==> src/rtl/hazard_if.sv <==
// Hazard unit bus: pipeline-stage register tags, branch/memory status in,
// stall/flush/forwarding controls, sticky error and performance counters out.
//
// Memory handshake: mem_req is the memory stage's request and stays high
// until the access completes; mem_ready high in a cycle means the access
// completes in that cycle. A request is pending in a cycle where
// mem_req=1 and mem_ready=0.
interface hazard_if;
  // decode stage
  logic [2:0]  d_rs1;
  logic [2:0]  d_rs2;
  logic        d_use1;
  logic        d_use2;
  // execute stage
  logic [2:0]  e_rs1;
  logic [2:0]  e_rs2;
  logic [2:0]  e_rd;
  logic        e_write_reg;
  logic        e_load;
  // memory stage
  logic [2:0]  m_rd;
  logic        m_write_reg;
  // writeback stage
  logic [2:0]  w_rd;
  logic        w_write_reg;
  // control status
  logic        branch_taken;
  logic        mem_req;
  logic        mem_ready;
  // pipeline controls
  logic        stall_f;
  logic        stall_d;
  logic        stall_e;
  logic        stall_m;
  logic        flush_d;
  logic        flush_e;
  logic [1:0]  fwd_a;
  logic [1:0]  fwd_b;
  // status and counters
  logic        mem_timeout;
  logic [15:0] stall_cycles;
  logic [15:0] flush_events;
  // debug view of the FSM (0 = RUN, 1 = MEM_WAIT) and the wait counter
  logic        dbgState;
  logic [7:0]  dbgWaitCnt;

  // Pipeline side: drives stage tags and status, observes controls.
  modport master (
    output d_rs1, d_rs2, d_use1, d_use2,
    output e_rs1, e_rs2, e_rd, e_write_reg, e_load,
    output m_rd, m_write_reg, w_rd, w_write_reg,
    output branch_taken, mem_req, mem_ready,
    input  stall_f, stall_d, stall_e, stall_m, flush_d, flush_e,
    input  fwd_a, fwd_b, mem_timeout, stall_cycles, flush_events,
    input  dbgState, dbgWaitCnt
  );

  // Hazard unit side.
  modport slave (
    input  d_rs1, d_rs2, d_use1, d_use2,
    input  e_rs1, e_rs2, e_rd, e_write_reg, e_load,
    input  m_rd, m_write_reg, w_rd, w_write_reg,
    input  branch_taken, mem_req, mem_ready,
    output stall_f, stall_d, stall_e, stall_m, flush_d, flush_e,
    output fwd_a, fwd_b, mem_timeout, stall_cycles, flush_events,
    output dbgState, dbgWaitCnt
  );
endinterface

==> src/rtl/hazard_unit.sv <==
// Five-stage pipeline hazard unit: operand forwarding, load-use interlock,
// branch flush, data-memory wait with timeout abort, and stall/flush
// performance counters. Register 0 is hardwired zero and never matches.
module hazard_unit #(
  parameter logic [7:0] TIMEOUT = 8'd255
) (
  input logic     clk,
  input logic     rst,
  hazard_if.slave bus
);

  localparam logic [0:0] RUN      = 1'b0;
  localparam logic [0:0] MEM_WAIT = 1'b1;

  logic [0:0]  state;
  logic [0:0]  stateNext;
  logic [7:0]  waitCnt;
  logic        timeoutFlag;
  logic [15:0] stallCnt;
  logic [15:0] flushCnt;

  logic        memStall;
  logic        timeoutNow;
  logic        loadUse;
  logic        stallF;
  logic        stallD;
  logic        stallE;
  logic        stallM;
  logic        flushD;
  logic        flushE;

  // Forwarding select: memory-stage result beats writeback data; R0 never forwards.
  always_comb begin
    bus.fwd_a = 2'b00;
    bus.fwd_b = 2'b00;
    if (bus.m_write_reg && (bus.m_rd != 3'd0) && (bus.m_rd == bus.e_rs1))
      bus.fwd_a = 2'b10;
    else if (bus.w_write_reg && (bus.w_rd != 3'd0) && (bus.w_rd == bus.e_rs1))
      bus.fwd_a = 2'b01;
    if (bus.m_write_reg && (bus.m_rd != 3'd0) && (bus.m_rd == bus.e_rs2))
      bus.fwd_b = 2'b10;
    else if (bus.w_write_reg && (bus.w_rd != 3'd0) && (bus.w_rd == bus.e_rs2))
      bus.fwd_b = 2'b01;
  end

  // Load-use: a load in execute writes a register decode is about to read.
  always_comb begin
    loadUse = bus.e_load && bus.e_write_reg && (bus.e_rd != 3'd0) &&
              ((bus.d_use1 && (bus.d_rs1 == bus.e_rd)) ||
               (bus.d_use2 && (bus.d_rs2 == bus.e_rd)));
  end

  // Memory stall / timeout decode from the registered state.
  always_comb begin
    memStall   = 1'b0;
    timeoutNow = 1'b0;
    if (state == RUN) begin
      memStall = bus.mem_req && !bus.mem_ready;
    end else if (!bus.mem_ready) begin
      if (waitCnt == TIMEOUT)
        timeoutNow = 1'b1;
      else
        memStall = 1'b1;
    end
  end

  // Stall/flush priority: memory wait, then branch, then load-use; all quiet in reset.
  always_comb begin
    stallF = 1'b0;
    stallD = 1'b0;
    stallE = 1'b0;
    stallM = 1'b0;
    flushD = 1'b0;
    flushE = 1'b0;
    if (!rst) begin
      if (memStall) begin
        stallF = 1'b1;
        stallD = 1'b1;
        stallE = 1'b1;
        stallM = 1'b1;
      end else if (bus.branch_taken) begin
        flushD = 1'b1;
        flushE = 1'b1;
      end else if (loadUse) begin
        stallF = 1'b1;
        stallD = 1'b1;
        flushE = 1'b1;
      end
    end
  end

  // Next FSM state: enter MEM_WAIT on a pending request, leave on ready or timeout.
  always_comb begin
    stateNext = state;
    if (state == RUN) begin
      if (bus.mem_req && !bus.mem_ready)
        stateNext = MEM_WAIT;
    end else if (bus.mem_ready || (waitCnt == TIMEOUT)) begin
      stateNext = RUN;
    end
  end

  // FSM state, wait counter and sticky timeout flag.
  always_ff @(posedge clk or posedge rst) begin
    if (rst) begin
      state       <= RUN;
      waitCnt     <= 8'd0;
      timeoutFlag <= 1'b0;
    end else begin
      state <= stateNext;
      if (state == RUN) begin
        waitCnt <= (bus.mem_req && !bus.mem_ready) ? 8'd1 : 8'd0;
      end else if (bus.mem_ready || timeoutNow) begin
        waitCnt <= 8'd0;
      end else begin
        waitCnt <= waitCnt + 8'd1;
      end
      if (timeoutNow)
        timeoutFlag <= 1'b1;
    end
  end

  // Saturating performance counters for stalled fetch cycles and flush cycles.
  always_ff @(posedge clk or posedge rst) begin
    if (rst) begin
      stallCnt <= 16'd0;
      flushCnt <= 16'd0;
    end else begin
      if (stallF && (stallCnt != 16'hFFFF))
        stallCnt <= stallCnt + 16'd1;
      if ((flushD || flushE) && (flushCnt != 16'hFFFF))
        flushCnt <= flushCnt + 16'd1;
    end
  end

  // The error flag reads high from the cycle the abort happens onward.
  assign bus.mem_timeout  = timeoutFlag || timeoutNow;
  assign bus.stall_f      = stallF;
  assign bus.stall_d      = stallD;
  assign bus.stall_e      = stallE;
  assign bus.stall_m      = stallM;
  assign bus.flush_d      = flushD;
  assign bus.flush_e      = flushE;
  assign bus.stall_cycles = stallCnt;
  assign bus.flush_events = flushCnt;
  assign bus.dbgState     = state;
  assign bus.dbgWaitCnt   = waitCnt;

endmodule

==> src/flat_wrapper.sv <==
// flat-port wrapper written by rule: the top's interface ports become plain ports
module hazard_unit_flat 
#(
  parameter logic [7:0] TIMEOUT = 8'd255
)
  (clk, rst, bus_d_rs1, bus_d_rs2, bus_d_use1, bus_d_use2, bus_e_rs1, bus_e_rs2, bus_e_rd, bus_e_write_reg, bus_e_load, bus_m_rd, bus_m_write_reg, bus_w_rd, bus_w_write_reg, bus_branch_taken, bus_mem_req, bus_mem_ready, bus_stall_f, bus_stall_d, bus_stall_e, bus_stall_m, bus_flush_d, bus_flush_e, bus_fwd_a, bus_fwd_b, bus_mem_timeout, bus_stall_cycles, bus_flush_events, bus_dbgState, bus_dbgWaitCnt);
  hazard_if bus_i ();
  input logic clk;
  input logic rst;
  input wire logic [$bits(bus_i.d_rs1)-1:0] bus_d_rs1;
  input wire logic [$bits(bus_i.d_rs2)-1:0] bus_d_rs2;
  input wire logic [$bits(bus_i.d_use1)-1:0] bus_d_use1;
  input wire logic [$bits(bus_i.d_use2)-1:0] bus_d_use2;
  input wire logic [$bits(bus_i.e_rs1)-1:0] bus_e_rs1;
  input wire logic [$bits(bus_i.e_rs2)-1:0] bus_e_rs2;
  input wire logic [$bits(bus_i.e_rd)-1:0] bus_e_rd;
  input wire logic [$bits(bus_i.e_write_reg)-1:0] bus_e_write_reg;
  input wire logic [$bits(bus_i.e_load)-1:0] bus_e_load;
  input wire logic [$bits(bus_i.m_rd)-1:0] bus_m_rd;
  input wire logic [$bits(bus_i.m_write_reg)-1:0] bus_m_write_reg;
  input wire logic [$bits(bus_i.w_rd)-1:0] bus_w_rd;
  input wire logic [$bits(bus_i.w_write_reg)-1:0] bus_w_write_reg;
  input wire logic [$bits(bus_i.branch_taken)-1:0] bus_branch_taken;
  input wire logic [$bits(bus_i.mem_req)-1:0] bus_mem_req;
  input wire logic [$bits(bus_i.mem_ready)-1:0] bus_mem_ready;
  output wire logic [$bits(bus_i.stall_f)-1:0] bus_stall_f;
  output wire logic [$bits(bus_i.stall_d)-1:0] bus_stall_d;
  output wire logic [$bits(bus_i.stall_e)-1:0] bus_stall_e;
  output wire logic [$bits(bus_i.stall_m)-1:0] bus_stall_m;
  output wire logic [$bits(bus_i.flush_d)-1:0] bus_flush_d;
  output wire logic [$bits(bus_i.flush_e)-1:0] bus_flush_e;
  output wire logic [$bits(bus_i.fwd_a)-1:0] bus_fwd_a;
  output wire logic [$bits(bus_i.fwd_b)-1:0] bus_fwd_b;
  output wire logic [$bits(bus_i.mem_timeout)-1:0] bus_mem_timeout;
  output wire logic [$bits(bus_i.stall_cycles)-1:0] bus_stall_cycles;
  output wire logic [$bits(bus_i.flush_events)-1:0] bus_flush_events;
  output wire logic [$bits(bus_i.dbgState)-1:0] bus_dbgState;
  output wire logic [$bits(bus_i.dbgWaitCnt)-1:0] bus_dbgWaitCnt;
  assign bus_i.d_rs1 = bus_d_rs1;
  assign bus_i.d_rs2 = bus_d_rs2;
  assign bus_i.d_use1 = bus_d_use1;
  assign bus_i.d_use2 = bus_d_use2;
  assign bus_i.e_rs1 = bus_e_rs1;
  assign bus_i.e_rs2 = bus_e_rs2;
  assign bus_i.e_rd = bus_e_rd;
  assign bus_i.e_write_reg = bus_e_write_reg;
  assign bus_i.e_load = bus_e_load;
  assign bus_i.m_rd = bus_m_rd;
  assign bus_i.m_write_reg = bus_m_write_reg;
  assign bus_i.w_rd = bus_w_rd;
  assign bus_i.w_write_reg = bus_w_write_reg;
  assign bus_i.branch_taken = bus_branch_taken;
  assign bus_i.mem_req = bus_mem_req;
  assign bus_i.mem_ready = bus_mem_ready;
  assign bus_stall_f = bus_i.stall_f;
  assign bus_stall_d = bus_i.stall_d;
  assign bus_stall_e = bus_i.stall_e;
  assign bus_stall_m = bus_i.stall_m;
  assign bus_flush_d = bus_i.flush_d;
  assign bus_flush_e = bus_i.flush_e;
  assign bus_fwd_a = bus_i.fwd_a;
  assign bus_fwd_b = bus_i.fwd_b;
  assign bus_mem_timeout = bus_i.mem_timeout;
  assign bus_stall_cycles = bus_i.stall_cycles;
  assign bus_flush_events = bus_i.flush_events;
  assign bus_dbgState = bus_i.dbgState;
  assign bus_dbgWaitCnt = bus_i.dbgWaitCnt;
  hazard_unit #(.TIMEOUT(TIMEOUT)) u_core (.clk(clk), .rst(rst), .bus(bus_i));
endmodule
==> config.mk <==
export PLATFORM = sky130hd
export DESIGN_NAME = hazard_unit_flat
export DESIGN_NICKNAME = d
export VERILOG_FILES = /design/src/rtl/hazard_if.sv /design/src/rtl/hazard_unit.sv /design/src/flat_wrapper.sv
export SDC_FILE = /design/constraint.sdc
export NUM_CORES = 1
export LEC_CHECK = 0
export CAP_MARGIN = 20
export CELL_PAD_IN_SITES_DETAIL_PLACEMENT = 1
export CELL_PAD_IN_SITES_GLOBAL_PLACEMENT = 2
export CORE_MARGIN = 2
export CORE_UTILIZATION = 25
export CTS_CLUSTER_SIZE = 40
export DETAILED_ROUTE_END_ITERATION = 10
export PLACE_DENSITY = 0.78
export SYNTH_ARGS = -nofsm -noshare
export SYNTH_HDL_FRONTEND = slang
export SYNTH_SLANG_ARGS = --single-unit
==> constraint.sdc <==
create_clock -name clk -period 2.5 [get_ports clk]
set_input_delay 0.25 -clock clk [delete_from_list [all_inputs] [get_ports clk]]
set_output_delay 0.25 -clock clk [all_outputs]
set_load 0.03 [all_outputs]
==> results of run 1 <==
==> power by group through the flow <==
stage	sequential [µW]	clock, µW	combinational [µW]
after CTS	842	575	642
after floorplan	988	0	207
after detailed placement	855	0	642
after global routing	858	610	687
final	842	547	631
after global placement	851	0	625
==> repair_timing <==
item                       CTS  global route
resized for setup            4             7
hold endpoints to repair     0             0
buffers inserted             0             0
setup endpoints to repair    4             6
==> critical path: stages (launching register included) <==
cell and delay [ns]:
dfrtp_1 0.41, ha_1 0.23, and4_4 0.18, a311oi_4 0.28, and2_4 0.22, buf_6 0.17, or2_4 0.14, buf_4 0.15
==> kinds of logic (layout without fill, tap and decap cells) <==
logic type,Yosys count,in the layout
and+or+nand+nor,91,91
buffers and inverters,12,108
DFF,42,42
xor gates and xnor gates,51,51
AOI/OAI and AO/OA,30,30
muxes,3,3
adders and majority gates,3,3
==> Yosys cell counts (2+ instances only) <==
library cell	instances	area, µm²
o31ai_1	3	22.5
and4_1	3	26.3
nand3_1	13	65.1
inv_1	3	11.3
nand3b_1	2	15.0
ha_1	3	37.5
nand2_1	9	33.8
nor3_1	4	20.0
buf_4	3	22.5
o211ai_1	5	37.5
buf_2	3	15.0
xnor2_1	46	403
o2111ai_2	3	45.0
nand4_1	12	75.1
a21oi_1	5	25.0
nor2_1	12	45.0
mux2_1	2	22.5
and3_1	13	81.3
and2_1	9	56.3
nand2b_1	4	25.0
dfrtp_1	42	1050
nor3b_1	2	15.0
o2111ai_1	6	52.6
o21bai_1	2	15.0
xor2_1	5	43.8
==> final cells by class <==
class | count | area share [%]
Multi-Input combinational cell | 178 | 36.7
Clock buffer | 6 | 2.28
Clock inverter | 1 | 0.831
Inverter | 3 | 0.415
Tap cell | 133 | 4.60
Sequential cell | 42 | 29.1
Timing Repair Buffer | 98 | 26.1
==> state kept, by name, summed over array words and instances (netlist names) <==
signal	cells
u_core.bus.stall_cycles	16
u_core.timeoutFlag	1
u_core.bus.flush_events	16
u_core.bus.dbgWaitCnt	8
u_core.bus.dbgState	1
==> layout by cell type (no fill, tap or decap), types with 8 or more instances in the layout <==
| master | n |
|---|---|
| dfrtp_1 | 42 |
| nand3_1 | 13 |
| nand4_1 | 12 |
| clkdlybuf4s50_1 | 72 |
| nand2_1 | 9 |
| nor2_1 | 12 |
| and2_1 | 8 |
| xnor2_1 | 46 |
| and3_1 | 13 |
| buf_4 | 17 |
==> metrics by stage <==
| step | hold WS (ns) | utilization (%) |
|---|---|---|
| after floorplan | 0.252 | - |
| after global placement | 0.455 | 36.2 |
| after detailed placement | 0.460 | 36.2 |
| after CTS | 0.337 | 37.3 |
| after global routing | 0.365 | 37.5 |
| final | 0.330 | 37.5 |
==> layer usage <==
layer / vias to the layer above / track usage (%) / wire length (µm)
li1: 1026 / - / -
met1: 1035 / 17.9 / 3070
met2: 62 / 21.6 / 3090
met3: 5 / 3.12 / 348
met4: 0 / 3.04 / 66
met5: - / 0 / 0
==> final timing paths <==
kind,cells after the start,slack (ns),start,end
max reg2reg,7,0.45,u_core.bus.dbgWaitCnt[1],u_core.bus.stall_cycles[1]
max in group asynchronous,4,1.71,rst,u_core.bus.dbgWaitCnt[6]
min reg2reg,1,0.48,u_core.timeoutFlag,u_core.timeoutFlag
min in group clk,1,0.48,u_core.timeoutFlag,u_core.timeoutFlag
min,3,0.33,rst,u_core.bus.flush_events[14]
max,7,0.17,u_core.bus.dbgWaitCnt[1],bus_stall_f
==> flow_metrics.py, run 1 <==
metrics = {
    "pwr": {
        "ir_drop_uv": 260,
        "p_per_area_nw_per_um2": 559,
        "clockPowerShare_pct": 27.1,
        "p_int_uw": 1370,
        "pwr-share-comb_pct": 31.3,
        "p_sw_uw": 652,
        "p_leak_uw": 0.00147,
        "finalPower_uw": 2020,
        "p_seq_share_pct": 41.7,
        "swShare_pct": 32.3,
    },
    "critical_path": {
        "crit_path_start_kind": "register",
        "end_kind": "primary output",
        "required_ns": 2.25,
        "crit_type": "reg -> out",
        "critical_path_arrival_ns": 2.08,
        "crit_fanout": 16,
    },
    "layout": {
        "multi_input_area_um2": 1330,
        "fin_nets": 363,
        "fillCellCount": 1127,
        "area_growth_pct": 47.5,
        "stdcell_count": 461,
        "seq_area_um2": 1050,
        "design_area_um2": 3610,
        "antenna_cells": 0,
        "drive_gt1_share_pct": 11.6,
    },
    "routing": {
        "wire_per_inst_um": 14.3,
        "drc": 0,
        "dr.pass1.iters": 4,
        "via_per_inst": 4.62,
        "vias": 2128,
        "wl_um": 6570,
        "ant_nets": 0,
        "drt_iter0_markers": 73,
    },
    "timing": {
        "rsz0062_at_grt": "false",
        "setup_slack_ns": 0.173,
        "skew_ns": 0.00571,
        "tns_ns": 0,
        "hold_violations": 0,
        "post-route-min-period_ns": 2.33,
        "setup_viol": 0,
        "slew_violations": 0,
        "timing.final.crit_share_pct": 93.1,
        "max-slew-margin-rel_pct": 72.7,
        "fmax_mhz": 430,
        "worst_slew_pin_slew_ns": 0.406,
    },
    "logic_synthesis": {
        "ys_seq_elements": 42,
        "ys.flop_type": "dfrtp_1",
        "yosysWarningCount": 0,
        "synthArstFlopShare_pct": 100,
        "yosysUniqueCellTypes": 43,
        "synth_edf_count": 0,
        "synth_mux_area_share_pct": 1.33,
        "yosys.area_share.xor_xnor_pct": 18.2,
        "syn_nets": 267,
        "synth_compound_area_share_pct": 11.5,
        "synth_cells": 232,
        "syn_area_um2": 2450,
        "syn_avg_cell_area_um2": 10.6,
        "ys_seq_area_share_pct": 42.9,
        "synth_top_family_by_area": "simple AND/OR/NAND/NOR gates",
        "synth_fa_ha_area_share_pct": 1.53,
        "yosys.area_share.simple_pct": 21.3,
    },
    "global_route": {
        "overflow": 0,
        "antenna_found_initial": 0,
        "grt_pass1_vias": 2284,
        "grt_pass1_wl_um": 11000,
        "grt_max_degree": 20,
        "grt_usage_pct": 13.2,
    },
    "clocking": {
        "cts_buffers": 5,
        "cts.htree.levels": 2,
        "clk_latency_ns": 0.29,
        "ctsHoldBuffers": 0,
        "cts_root_buf": "clkbuf_8",
        "cts_tree": "done",
        "clockBufferDepth": 2,
        "clock_sinks": 42,
        "clk_pin_slew_ns": 0.08,
    },
    "die": {
        "die_y_um": 103,
        "core_um2": 9640,
        "initial_utilization_pct": 25.4,
        "ios": 84,
        "die_area_um2": 10600,
        "die_w_um": 103,
        "row_count": 36,
    },
    "place": {
        "placement.cell_area_um2": 3490,
        "numPortBuffers": 83,
        "dp_hpwl_um": 5290,
        "place_inst": 454,
        "dp_slack_ns": 0.0790,
        "gp_congestion": 0.764,
    },
    "job": {
        "max_cap_viol_count": 0,
    },
    "worst_hold_path": {
        "min_path_type": "in -> async",
    },
    "outcome": {
        "status": "finished clean",
    },
}
No activity file was read; power rests on OpenSTA's default activity.
==> inputs of run 2 (changes only) <==
CORE_UTILIZATION = 28   (was 25)
PLACE_DENSITY = 0.82   (was 0.78)
clock period = 2.3 ns   (was 2.5 ns; I/O delays follow)
==> run 2 against run 1 <==
Sequential cell count unchanged. Non-clock buffer count grew 5. Total power up 5.1%. Critical path depth unchanged. Sequential power up 9.5%. Global-route usage increased by 0.82 points. Critical endpoint unchanged.
==> flow_metrics.py, run 2 (synthesis gave the netlist of run 1 again) <==
metrics = {
    "timing": {
        "slew_violations": 0,
        "skew_ns": 0.00469,
        "setup_viol": 0,
        "timing.hold.ws_ns": 0.401,
        "rsz0062_at_grt": "false",
        "post-route-min-period_ns": 2.20,
        "fmax_mhz": 455,
        "tns_ns": 0,
        "worst_slew_pin_slew_ns": 0.409,
        "hold_violations": 0,
        "max-slew-margin-rel_pct": 72.5,
        "timing.final.crit_share_pct": 95.5,
    },
    "global_route": {
        "antenna_found_initial": 0,
        "grt_usage_pct": 14.1,
        "grt_pass1_vias": 2242,
        "overflow": 0,
        "grt_pass1_wl_um": 11100,
        "grt_max_degree": 21,
    },
    "critical_path": {
        "crit_path_start_kind": "register",
        "end_kind": "primary output",
        "reg2reg_depth": 9,
        "crit_fanout": 12,
        "critical_path_arrival_ns": 1.97,
        "r2r-end": "u_core.bus.flush_events[8]",
        "crit_type": "reg -> out",
        "r2r-start": "u_core.bus.dbgWaitCnt[0]",
        "r2r_slack_ns": 0.26,
        "required_ns": 2.07,
    },
    "clocking": {
        "clk_pin_slew_ns": 0.08,
        "cts_root_buf": "clkbuf_8",
        "cts_buffers": 5,
        "cts_tree": "done",
        "cts.htree.levels": 2,
        "clk_latency_ns": 0.29,
        "clockBufferDepth": 2,
        "clock_sinks": 42,
    },
    "outcome": {
        "status": "finished clean",
    },
    "routing": {
        "wire_per_inst_um": 15.0,
        "wl_um": 6620,
        "drc": 0,
        "vias": 2120,
        "dr.pass1.iters": 4,
        "ant_nets": 0,
        "via_per_inst": 4.80,
        "drt_iter0_markers": 46,
    },
    "die": {
        "core_um2": 8590,
        "die_area_um2": 9510,
        "die_w_um": 97.5,
        "ios": 84,
        "initial_utilization_pct": 28.5,
        "row_count": 34,
        "die_y_um": 97.5,
    },
    "pwr": {
        "p_per_area_nw_per_um2": 588,
        "p_sw_uw": 735,
        "p_int_uw": 1390,
        "pwr-share-comb_pct": 32.8,
        "clockPowerShare_pct": 23.7,
        "swShare_pct": 34.7,
        "p_leak_uw": 0.00144,
        "p_seq_share_pct": 43.4,
        "ir_drop_uv": 202,
    },
    "layout": {
        "final_common_cell": "clkdlybuf4s50_1",
        "fin_nets": 368,
        "layout_common_cells": "clkdlybuf4s50_1 (72), xnor2_1 (46), dfrtp_1 (40)",
        "antenna_cells": 0,
        "drive_gt1_share_pct": 15.9,
        "area_growth_pct": 47.4,
    },
    "job": {
        "max_cap_viol_count": 0,
    },
    "place": {
        "gp_congestion": 0.732,
        "dp_hpwl_um": 5220,
        "numPortBuffers": 83,
    },
    "worst_hold_path": {
        "min_path_type": "in -> async",
    },
}
run 2: through the flow:
stage | total power [µW] | worst slack [ns] | instances | area, µm² | util [%]
after floorplan | 1300 | 0.0314 | 232 | 2460 | -
after global placement | 1610 | 0.141 | 424 | 3430 | 40.0
after detailed placement | 1630 | 0.0850 | 424 | 3430 | 40.0
after CTS | 2150 | 0.0162 | 435 | 3560 | 41.4
after global routing | 2230 | 0.0198 | 442 | 3610 | 42.0
final | 2120 | 0.102 | 442 | 3610 | 42.0
run 2: metal layers:
layer  vias up  track usage [%]  share of wire [%]
met3         2             3.45                5.7
met5         -                0                  0
li1       1036                -                  -
met4         0             3.74               0.63
met1      1018             19.1                 47
met2        64             22.5                 46
run 2: layout make-up:
class / instances / area, µm²
multi-input combinational: 178 / 1330
clock buffer: 6 / 82.6
inverter: 3 / 15.0
sequential: 42 / 1050
timing repair buffer: 103 / 985
fill: 1010 / 4980
tap: 108 / 135
clock inverter: 2 / 12.5
run 2: worst max path at each step:
| stage | startpoint | end |
|---|---|---|
| finish | u_core.bus.dbgWaitCnt[0] | bus_stall_f |
| global route | u_core.bus.dbgWaitCnt[0] | bus_stall_f |
| CTS | u_core.bus.dbgWaitCnt[0] | bus_mem_timeout |
| detailed placement | bus_e_rd[2] | u_core.bus.stall_cycles[1] |
| global placement | bus_e_rd[1] | bus_stall_f |
| floorplan | u_core.bus.dbgWaitCnt[0] | bus_stall_f |
run 2: worst max-delay path: stages (launching register included):
cell and delay [ns]:
dfrtp_2 0.41, ha_2 0.20, and4_4 0.16, a311oi_4 0.30, and2_4 0.21, buf_12 0.12
or2_4 0.12, buf_4 0.15
run 2: repair_timing:
action	in CTS	in global routing
resized for setup	3	1
pin swaps	2	2
endpoints found under the setup margin	4	3
hold buffers	0	0
buffers inserted	3	7
run 2: power groups by stage:
stage	registers [µW]	clock network, µW	logic (µW)
final	922	504	697
after global routing	937	556	739
after CTS	923	524	698
after detailed placement	939	0	691
after global placement	933	0	675
after floorplan	1070	0	225
==> inputs of run 3 (changes only) <==
ABC_AREA = 1   (was not set)
CORE_UTILIZATION = 26   (was 28)
==> run 3 against run 2 <==
Fmax is 2.2% higher. Combinational power is essentially flat. Via count rose by 34%. Largest cell class unchanged. Highest routed layer unchanged.
==> flow_metrics.py, run 3 <==
metrics = {
    "outcome": {
        "status": "finished clean",
    },
    "logic_synthesis": {
        "yosysWarningCount": 0,
        "syn_avg_cell_area_um2": 7.27,
        "ys_seq_elements": 42,
        "synth_edf_count": 0,
        "yosys-top-cells-area": "dfrtp_1 (37%), nand2_1 (17%), nand3_1 (9.6%), xor2_1 (8.1%), inv_1 (4.8%)",
        "netlist.area_leader.share_pct": 37.3,
        "yosys.area.top_type": "dfrtp_1",
        "synthArstFlopShare_pct": 100,
        "syn_area_um2": 2810,
        "yosysUniqueCellTypes": 31,
        "yosys-top-cells-count": "nand2_1 (126), nand3_1 (54), dfrtp_1 (42), inv_1 (36), nor2_1 (34)",
        "ys.flop_type": "dfrtp_1",
        "synth.most_common_cell": "nand2_1",
        "synth_cells": 387,
        "syn_nets": 422,
        "ys_seq_area_share_pct": 37.3,
    },
    "routing": {
        "wl_um": 8460,
        "dr.pass1.iters": 4,
        "ant_nets": 0,
        "drt_iter0_markers": 66,
        "vias": 2843,
        "via_per_inst": 4.60,
        "wire_per_inst_um": 13.7,
        "drc": 0,
    },
    "timing": {
        "max-slew-margin-rel_pct": 66.5,
        "rsz0062_at_grt": "false",
        "timing.final.crit_share_pct": 93.4,
        "worst_slew_pin_slew_ns": 0.498,
        "setup_viol": 0,
        "hold_violations": 0,
        "skew_ns": 0.00890,
        "slew_violations": 0,
        "post-route-min-period_ns": 2.15,
        "fmax_mhz": 465,
    },
    "layout": {
        "antenna_cells": 0,
        "fin_nets": 516,
        "final_core_util_pct": 37.8,
        "area_growth_pct": 39.9,
        "drive_gt1_share_pct": 9.34,
        "final_common_cell": "nand2_1",
        "design_area_um2": 3940,
        "layout_common_cells": "nand2_1 (125), clkdlybuf4s50_1 (75), nand3_1 (54)",
    },
    "critical_path": {
        "crit_fanout": 6,
        "critical_path_arrival_ns": 1.92,
        "end_kind": "primary output",
        "crit_path_start_kind": "register",
        "startpoint": "u_core.bus.dbgWaitCnt[0]",
        "worstPathCellList": "ha_1, nand2_1, nor2_4, a31o_2, clkdlybuf4s50_1",
        "max_stage_delay_ns": 0.67,
        "cp_num_buf_inv": 1,
        "crit_type": "reg -> out",
        "r2r-start": "u_core.bus.dbgWaitCnt[0]",
        "required_ns": 2.07,
        "crit_slowest_cell": "clkdlybuf4s50_1",
        "path_delay_family": "buffers and inverters",
    },
    "die": {
        "row_count": 37,
        "die_y_um": 108,
        "die_w_um": 108,
        "core_um2": 10400,
        "die_area_um2": 11700,
        "ios": 84,
        "initial_utilization_pct": 27.0,
    },
    "clocking": {
        "cts_root_buf": "clkbuf_8",
        "cts_buffers": 5,
        "cts.htree.levels": 2,
        "clockBufferDepth": 2,
        "clk_pin_slew_ns": 0.09,
        "ctsHoldBuffers": 0,
        "clock_sinks": 42,
        "cts_tree": "done",
        "clk_latency_ns": 0.29,
    },
    "pwr": {
        "ir_drop_uv": 388,
        "p_leak_uw": 0.00186,
        "p_per_area_nw_per_um2": 562,
    },
    "job": {
        "max_cap_viol_count": 0,
    },
    "place": {
        "gp_congestion": 0.761,
        "numPortBuffers": 83,
        "placement.cell_area_um2": 3850,
        "dp_hpwl_um": 6610,
    },
    "global_route": {
        "grt_pass1_wl_um": 14400,
        "grt_usage_pct": 15.3,
        "grt_pass1_vias": 2975,
        "overflow": 0,
        "antenna_found_initial": 0,
        "grt_max_degree": 27,
    },
    "worst_hold_path": {
        "min_path_type": "in -> async",
    },
}
[run 3: timing repair]
item,CTS,global route
setup endpoints to repair,7,18
resized for setup,8,14
buffers inserted,0,0
pin swaps,0,1
[run 3: kinds of logic after synthesis]
family          Yosys count  share of synthesized area [%]
flops                    42                           37.4
simple gates            245                           39.2
compound gates           15                           3.38
xor+xnor                 38                           11.8
buf+inv                  44                           6.94
fa+ha+maj                 3                           1.33
[run 3: worst register-to-register path: stages, from the launching register on]
cell     delay, ns
dfrtp_1       0.36
ha_1          0.19
nand2_1       0.09
nor2_4        0.14
nand2_1       0.11
a21oi_2       0.20
nand3_1       0.13
nand2_2       0.13
buf_4         0.24
nand2_4       0.18
nand2_1       0.10
nand2_1       0.05
[run 3: per-layer routing]
layer	global-route usage (%)	up-vias	routed length [µm]
li1	-	1419	-
met1	19.2	1375	3720
met2	28.0	45	4430
met3	2.47	4	264
met4	2.20	0	47
met5	0	-	0
[run 3: final cells by class]
cell class              instances  area, µm²
well taps                     136        170
inverters                      36        139
clock buffers                   5       68.8
repair buffers                 95        892
multi-input cells             301       1570
clock inverters                 3       43.8
fillers                      1314       6480
flip-flops and latches         42       1050
[run 3: power by group]
| part | internal (µW) | leakage, µW | switching [µW] |
|---|---|---|---|
| Combinational | 293 | 0.00123 | 405 |
| Clock | 326 | 0.0000585 | 275 |
| Sequential | 808 | 0.000573 | 105 |
[run 3: path summary, 6_finish.rpt]
path / to / slack, ns / cells past startpoint
hold / removal: u_core.bus.stall_cycles[15] / 0.35 / 3
max in group asynchronous: u_core.bus.flush_events[1] / 1.33 / 4
setup / recovery: bus_mem_timeout / 0.15 / 5
min in group clk: u_core.timeoutFlag / 0.48 / 1
hold reg to reg: u_core.timeoutFlag / 0.48 / 1
setup reg to reg: u_core.bus.flush_events[9] / 0.27 / 11
[run 3: through the flow]
stage               TNS, ns  setup slack [ns]  std cells  power [µW]  hold WS [ns]
floorplan                 0             0.121        387        1320         0.234
global placement          0            0.0109        610        1620         0.452
detailed placement  -0.0223           -0.0221        610        1640         0.463
CTS                       0           0.00361        618        2260         0.350
global route              0            0.0215        618        2360         0.382
finish                    0             0.151        618        2210         0.349
